--- src/rtl/fifo_arb_pkg.sv ---
// Shared types and default sizing for the FIFO write arbiter.
// The FSM state names are referenced package-qualified where a module parameter shares the name.
package fifo_arb_pkg;

    typedef enum logic {
        IDLE  = 1'b0,
        BURST = 1'b1
    } arb_state_e;

    localparam int DEF_NUM_REQ    = 4;
    localparam int DEF_DATA_WIDTH = 8;
    localparam int DEF_BURST      = 4;

endpackage

--- src/rtl/rr_pick.sv ---
// Rotating-priority picker: returns the first set bit of valid at or after ptr, wrapping.
module rr_pick
    import fifo_arb_pkg::*;
#(
    parameter int NUM_REQ = DEF_NUM_REQ,
    localparam int IDW    = $clog2(NUM_REQ)
) (
    input  logic [NUM_REQ-1:0] valid,
    input  logic [IDW-1:0]     ptr,
    output logic               found,
    output logic [IDW-1:0]     idx
);

    logic [IDW-1:0] cand;

    // Scan from the farthest offset down so the closest valid producer wins last.
    always_comb begin
        found = 1'b0;
        idx   = '0;
        cand  = '0;
        for (int k = NUM_REQ - 1; k >= 0; k--) begin
            cand = ptr + IDW'(k);
            if (valid[cand]) begin
                found = 1'b1;
                idx   = cand;
            end
        end
    end

endmodule

--- src/rtl/fifo_wr_arbiter.sv ---
// Round-robin burst arbiter merging NUM_REQ producers into one synchronous FIFO write port.
// Each FIFO word carries the source ID above the payload.
module fifo_wr_arbiter
    import fifo_arb_pkg::*;
#(
    parameter int NUM_REQ    = DEF_NUM_REQ,
    parameter int DATA_WIDTH = DEF_DATA_WIDTH,
    parameter int BURST      = DEF_BURST,
    localparam int IDW       = $clog2(NUM_REQ)
) (
    input  logic                                clk,
    input  logic                                rst,
    input  logic [NUM_REQ-1:0]                  req_valid,
    input  logic [NUM_REQ-1:0][DATA_WIDTH-1:0]  req_data,
    output logic [NUM_REQ-1:0]                  req_ready,
    input  logic                                fifo_full,
    output logic                                fifo_wr_en,
    output logic [IDW+DATA_WIDTH-1:0]           fifo_data_in,
    output logic                                grant_valid,
    output logic [IDW-1:0]                      grant_id
);

    localparam int CW = (BURST > 1) ? $clog2(BURST) : 1;

    arb_state_e     state;
    logic [IDW-1:0] owner;
    logic [IDW-1:0] rr_ptr;
    logic [CW-1:0]  beat_cnt;

    logic           in_burst;
    logic           accept_ok;
    logic           beat;
    logic           last_beat;
    logic           rel_now;
    logic [IDW-1:0] pick_ptr;
    logic           pick_found;
    logic [IDW-1:0] pick_idx;

    assign in_burst  = (state == fifo_arb_pkg::BURST);
    assign accept_ok = in_burst & ~fifo_full & ~rst;
    assign beat      = accept_ok & req_valid[owner];
    assign last_beat = beat & (beat_cnt == CW'(BURST - 1));
    assign rel_now   = last_beat | (in_burst & ~req_valid[owner] & ~fifo_full);

    // On release the next owner is searched from owner+1, which is the value rr_ptr is about to take.
    assign pick_ptr = in_burst ? (owner + IDW'(1)) : rr_ptr;

    rr_pick #(
        .NUM_REQ (NUM_REQ)
    ) u_pick (
        .valid (req_valid),
        .ptr   (pick_ptr),
        .found (pick_found),
        .idx   (pick_idx)
    );

    always_comb begin
        req_ready = '0;
        if (accept_ok) begin
            req_ready[owner] = 1'b1;
        end
    end

    assign fifo_wr_en   = beat;
    assign fifo_data_in = beat ? {owner, req_data[owner]} : '0;
    assign grant_valid  = in_burst & ~rst;
    assign grant_id     = grant_valid ? owner : '0;

    // A full FIFO freezes everything: beat is low and rel_now cannot fire while fifo_full=1.
    always_ff @(posedge clk) begin
        if (rst) begin
            state    <= fifo_arb_pkg::IDLE;
            owner    <= '0;
            rr_ptr   <= '0;
            beat_cnt <= '0;
        end else begin
            case (state)
                fifo_arb_pkg::IDLE: begin
                    if (pick_found) begin
                        state    <= fifo_arb_pkg::BURST;
                        owner    <= pick_idx;
                        beat_cnt <= '0;
                    end
                end
                fifo_arb_pkg::BURST: begin
                    if (rel_now) begin
                        rr_ptr   <= owner + IDW'(1);
                        beat_cnt <= '0;
                        if (pick_found) begin
                            owner <= pick_idx;
                        end else begin
                            state <= fifo_arb_pkg::IDLE;
                            owner <= '0;
                        end
                    end else if (beat) begin
                        beat_cnt <= beat_cnt + CW'(1);
                    end
                end
                default: begin
                    state <= fifo_arb_pkg::IDLE;
                    owner <= '0;
                end
            endcase
        end
    end

endmodule

--- config.mk ---
export PLATFORM = sky130hd
export DESIGN_NAME = fifo_wr_arbiter
export DESIGN_NICKNAME = d
export VERILOG_FILES = /design/src/rtl/fifo_arb_pkg.sv /design/src/rtl/rr_pick.sv /design/src/rtl/fifo_wr_arbiter.sv
export SDC_FILE = /design/constraint.sdc
export NUM_CORES = 1
export LEC_CHECK = 0
export CAP_MARGIN = 20
export CORE_UTILIZATION = 36
export DETAILED_ROUTE_END_ITERATION = 8
export PLACE_DENSITY = 0.77
export SLEW_MARGIN = 15
export SYNTH_ARGS = -nofsm -noshare
export SYNTH_HDL_FRONTEND = slang
export SYNTH_SLANG_ARGS = --single-unit
export TNS_END_PERCENT = 100
--- constraint.sdc ---
create_clock -name clk -period 2.9 [get_ports clk]
set_clock_uncertainty 0.2 [all_clocks]
set_input_delay 0.87 -clock clk [delete_from_list [all_inputs] [get_ports clk]]
set_output_delay 0.87 -clock clk [all_outputs]
set_load 0.02 [all_outputs]
### After elaboration in Yosys (flattened, before gate mapping)

Index checks and enable logic that the tools add are counted.

* register bits after elaboration: 7
* logic and storage cells: 72
* output and inout bits: 18
* input port bits: 39

* eq/ne operators: 4
* reductions and logical operators: 4
* mux-type cells: 37
* add/sub/neg operators: 5
* bitwise gates (word level): 12
* order comparisons: 6

Operator list (number)
* 2-bit two-way mux: 12
* 8-bit binary-select mux with 2-bit select: 1
* 2-bit by 3-bit < comparator with 1-bit output (second input constant): 5
* 1-bit two-way mux: 12
* 1-bit binary-select mux with 2-bit select: 5
* 10-bit two-way mux: 1
* 8-bit two-way mux: 1
* 2-bit case mux with 2 select lines: 2
* 1-bit AND: 7
* 2-bit by 1-bit adder with 2-bit output (second input constant): 3
* 2-bit AND reduction: 3
* 2-bit adder (second input constant): 2
* 4-bit two-way mux: 1
* 1-bit inverter: 4
* 3-bit by 1-bit != test with 1-bit output (second input constant): 1
* 1-bit demux with 2-bit select: 1
* 2-bit equality test (second input constant): 1
* 2-bit by 1-bit greater-or-equal comparator with 1-bit output (second input constant): 1
* 2-bit by 1-bit != test with 1-bit output (second input constant): 1
* 2-bit != test (second input constant): 1
* 1-bit case mux with 2 select lines: 1
* 1-bit logical AND: 1
* 1-bit bitwise OR: 1

### Longest topological paths before layout

* depth in word-level cells: 12
* depth in mapped cells: 8
* gate-level depth less buffers: 6

### Modules after synthesis

A second synthesis with hierarchy kept.

* cells, all modules: 92
* area total of the unflattened synthesis: 832.0 um^2

Modules (own cells, without submodules)
* fifo_wr_arbiter: seq. area each 140.1 um^2, area each 754.5 um^2, cells each 79, times used 1
* rr_pick: seq. area each 0.0 um^2, area each 77.6 um^2, cells each 13, times used 1

### Worst setup path after synthesis

OpenSTA, ideal clock, no wires.

* kind: input -> output
* start: input rst
* end: output fifo_data_in[8]
* stages: 6
* slack: -308 ps
* path buffers: 2
* arrival time: 2138 ps
* cell sequence: buf_2 and2b_1 and2b_1 clkbuf_1 nand2_1 nor2_1

* longest elaborated chain between the ends: 4

RTL lines
* start, declared: line fifo_wr_arbiter.sv:12 `input logic rst,`
* 1-bit inverter: line fifo_wr_arbiter.sv:40 `assign accept_ok = in_burst & ~fifo_full & ~rst;`
* 1-bit AND: line fifo_wr_arbiter.sv:40
* 1-bit AND: line fifo_wr_arbiter.sv:41 `assign beat = accept_ok & req_valid[owner];`
* 10-bit two-way mux: line fifo_wr_arbiter.sv:65 `assign fifo_data_in = beat ? {owner, req_data[owner]} : '0;`
* end, declared: line fifo_wr_arbiter.sv:18 `output logic [IDW+DATA_WIDTH-1:0] fifo_data_in,`

Every way passes these cells.

### Worst setup path in the final report

* start: input req_valid[3]
* end: output fifo_data_in[7]

* longest elaborated chain between the ends: 4

RTL lines
* start, declared: line fifo_wr_arbiter.sv:13 `input logic [NUM_REQ-1:0] req_valid,`
* 1-bit binary-select mux with 2-bit select: line fifo_wr_arbiter.sv:41
* 1-bit two-way mux (implied by the code): line fifo_wr_arbiter.sv:41
* 1-bit AND: line fifo_wr_arbiter.sv:41
* 10-bit two-way mux: line fifo_wr_arbiter.sv:65

Every way passes these cells. The select of a mux whose other input is x is not followed.

==> impl_results.md <==
- Core area: about 0.0023 mm^2
- CTS root buf: clkbuf_4
- Most common cell after layout, fill and taps aside: dlygate4sd2_1
- Max Fclk: 333 MHz
- CTS tree: done
- Largest area contributor in the netlist: mux4_2
- Syn_area_per_cell: 8.87 um^2
- Starting DRT DRC Count: 34
- # setup viols final: 11
- Crit path DAT: 1.93 ns
- DRC errors left: 0
- I/O pins: between 50 and 60
- Die Y: 51.1 um
- TNS Setup: -0.773 ns
- Slew @ Worst Pin: 0.436 ns
- Hold Path Class: reg -> reg
- Slew Viols, Final: 0
- Hold WS: 0.273 ns
- CTS buffer count: 3
- Largest net degree at the start of global routing: 17
- Worst hold stages: 2
- Worst slack, placed: -0.949 ns
- Final Hold Vio Count: 0
- HP Start: beat_cnt[1]$_SDFFE_PP0P_
- Worst setup margin: -0.103 ns
- Post-DP HPWL: approximately 2.4 mm
- Synth Cell Area: roughly 870 um^2
- Final min period: 3.00 ns
- Clk_lat worst skew: approximately 0.25 ns
- DR vias/cell: 5.55
- CTS clk-pin slew, worst paths: 0.05 ns
- Worst r2r src: owner[0]$_SDFFE_PP0P_
- Total grt overflow: 0
- DRT antenna net count: 0
- Synth area leaders: mux4_2 (23%), dfxtp_1 (16%), ha_1 (7.2%), and3_1 (6.5%), mux2i_1 (5.8%)
- Final Wtd Congestion: 0.857
- Drt total wl: approximately 3.4 mm
- Max cap viols: 0
- CP endpoint kind: primary output
- Yosys warnings: 0
- Synth Register Bits: 7
- Avg WL per Cell: 17.1 um
- Max Buffers Root-to-Sink: 2
- Failing checks: setup timing
- Cells after Synth: 98
- Mapped Nets: between 100 and 150
- Seq/Total Area, Yosys: 0.161
- VDD IR max: 0.000244 V
- Worst reg2reg path endpoint: owner[0]$_SDFFE_PP0P_
- Part of the cycle the worst path needs: 1.04
- Via count: 1087
- Placed Area: 0.00158 mm^2
- R2R Setup Slk: 0.51 ns
- Share of cells above drive strength 1: 0.417
- Antenna diode count: 0
- First-pass GRT wire length: 5.17 mm
- Row cnt: 17
- WP data required: between 1.5 and 2 ns
- Status: finished with violations
- Final #Nets: 213
- Post-synth cell types: 33
- TritonRoute pass-1 iters: 5
- Leakage: 0.759 nW
- # clock sinks: 7
- DIE AREA: 0.00262 mm^2
- Area grow syn2layout: 98.3%
- RSZ-0062 raised after global routing: yes
- Overall global routing resource usage: 0.271
- Share of Yosys cell area claimed by the top area cell type: 0.233
- Worst slew margin: 0.701
- Startpoint Class: input port
- Initial core utilization: 0.386
- Most frequent cells in the layout: dlygate4sd2_1 (35), buf_6 (23), mux4_2 (10), nor2_1 (10), buf_4 (9)
- Crit path max fanout: 4
- Worst Hold Endpoint: beat_cnt[1]$_SDFFE_PP0P_
- Pwr dens: 273 mW/mm^2
- R2R depth: 7
- Design Area, Final: 0.00172 mm^2
- Total power: 0.000470 W
- Die width: slightly above 50 um
- H-tree levels: 1
- Number of global-route vias before repair: around 1100
- Port bufs: 56
- Initial antenna violation count: 0
- Critical path class: in -> out
[cell usage after synthesis]
master      n
and3_1      9
nor2_1     12
inv_1       4
nand2b_1    3
ha_1        5
a21oi_2     1
o211ai_1    1
o21a_1      2
nor3_1      1
nor2b_1     3
and2b_1     2
mux4_2      9
nand4_1     1
buf_6       1
nand2_1     4
a21boi_0    1
o2bb2ai_1   1
buf_2       4
o221ai_1    1
and2_1      6
a211oi_1    1
clkbuf_1    1
a32oi_1     1
o31ai_1     2
or4_1       1
o21ai_0     4
dfxtp_1     7
or2_2       1
a21oi_1     1
nand3b_1    1
mux2i_1     5
buf_1       1
or3b_2      1
[critical path, cell delays in order]
cell and delay [ns]:
buf_8 0.10, mux4_2 0.52, buf_6 0.16, and3_4 0.16, buf_6 0.12
[flip-flops by register name (all words and copies together), names as in the netlist]
| name | cells |
|---|---|
| owner | 2 |
| beat_cnt | 2 |
| in_burst | 1 |
| rr_ptr | 2 |
[worst max path at each step]
stage / slack (ns) / startpoint / endpoint
floorplan: -0.02 / rst / fifo_data_in[1]
global placement: -0.91 / req_valid[0] / fifo_data_in[1]
detailed placement: -0.95 / req_valid[0] / fifo_data_in[3]
CTS: -0.09 / req_valid[3] / fifo_data_in[3]
global route: -0.11 / req_valid[3] / fifo_data_in[1]
finish: -0.10 / req_valid[3] / fifo_data_in[7]
[cells by family after synthesis]
logic type,Yosys count,share of synthesized area
simple gates,45,0.285
compound gates,16,0.129
mux,14,0.291
buf+inv,11,0.0619
flops,7,0.161
fa+ha+maj,5,0.0719
[layout make-up]
type	instances	area, um^2
fillers	165	531
flip-flops and latches	7	140
multi-input cells	81	782
clock buffers	4	26.3
inverters	4	15.0
well taps	28	35.0
repair buffers	72	726
[timing repair]
| item | 4_1_cts | 5_1_grt |
|---|---|---|
| pin swaps | 11 | 7 |
| resized for setup | 171 | 1 |
| endpoints found under the setup margin | 18 | 15 |
| buffers inserted | 4 | 0 |
| gates cloned | 2 | 0 |
| hold buffers | 0 | 0 |
[report_power, final]
group,internal [W],total (W),switching (W)
registers,0.000103,0.000111,0.00000806
clock network,0.0000526,0.0000898,0.0000372
logic,0.000154,0.000269,0.000115
[metrics by stage]
step                utilization  std cells
detailed placement        0.700        186
global route              0.765        196
global placement          0.700        186
CTS                       0.763        196
floorplan                     -         98
finish                    0.765        196
[per-layer routing]
metal	vias to the layer above	share of wire	track usage	routed length, um
li1	506	-	-	-
met1	496	0.37	0.297	1240
met2	79	0.50	0.513	1700
met3	6	0.11	0.0565	373
met4	0	0.015	0.0833	49
met5	-	0	0	0
(Power assumes the default switching activity.)
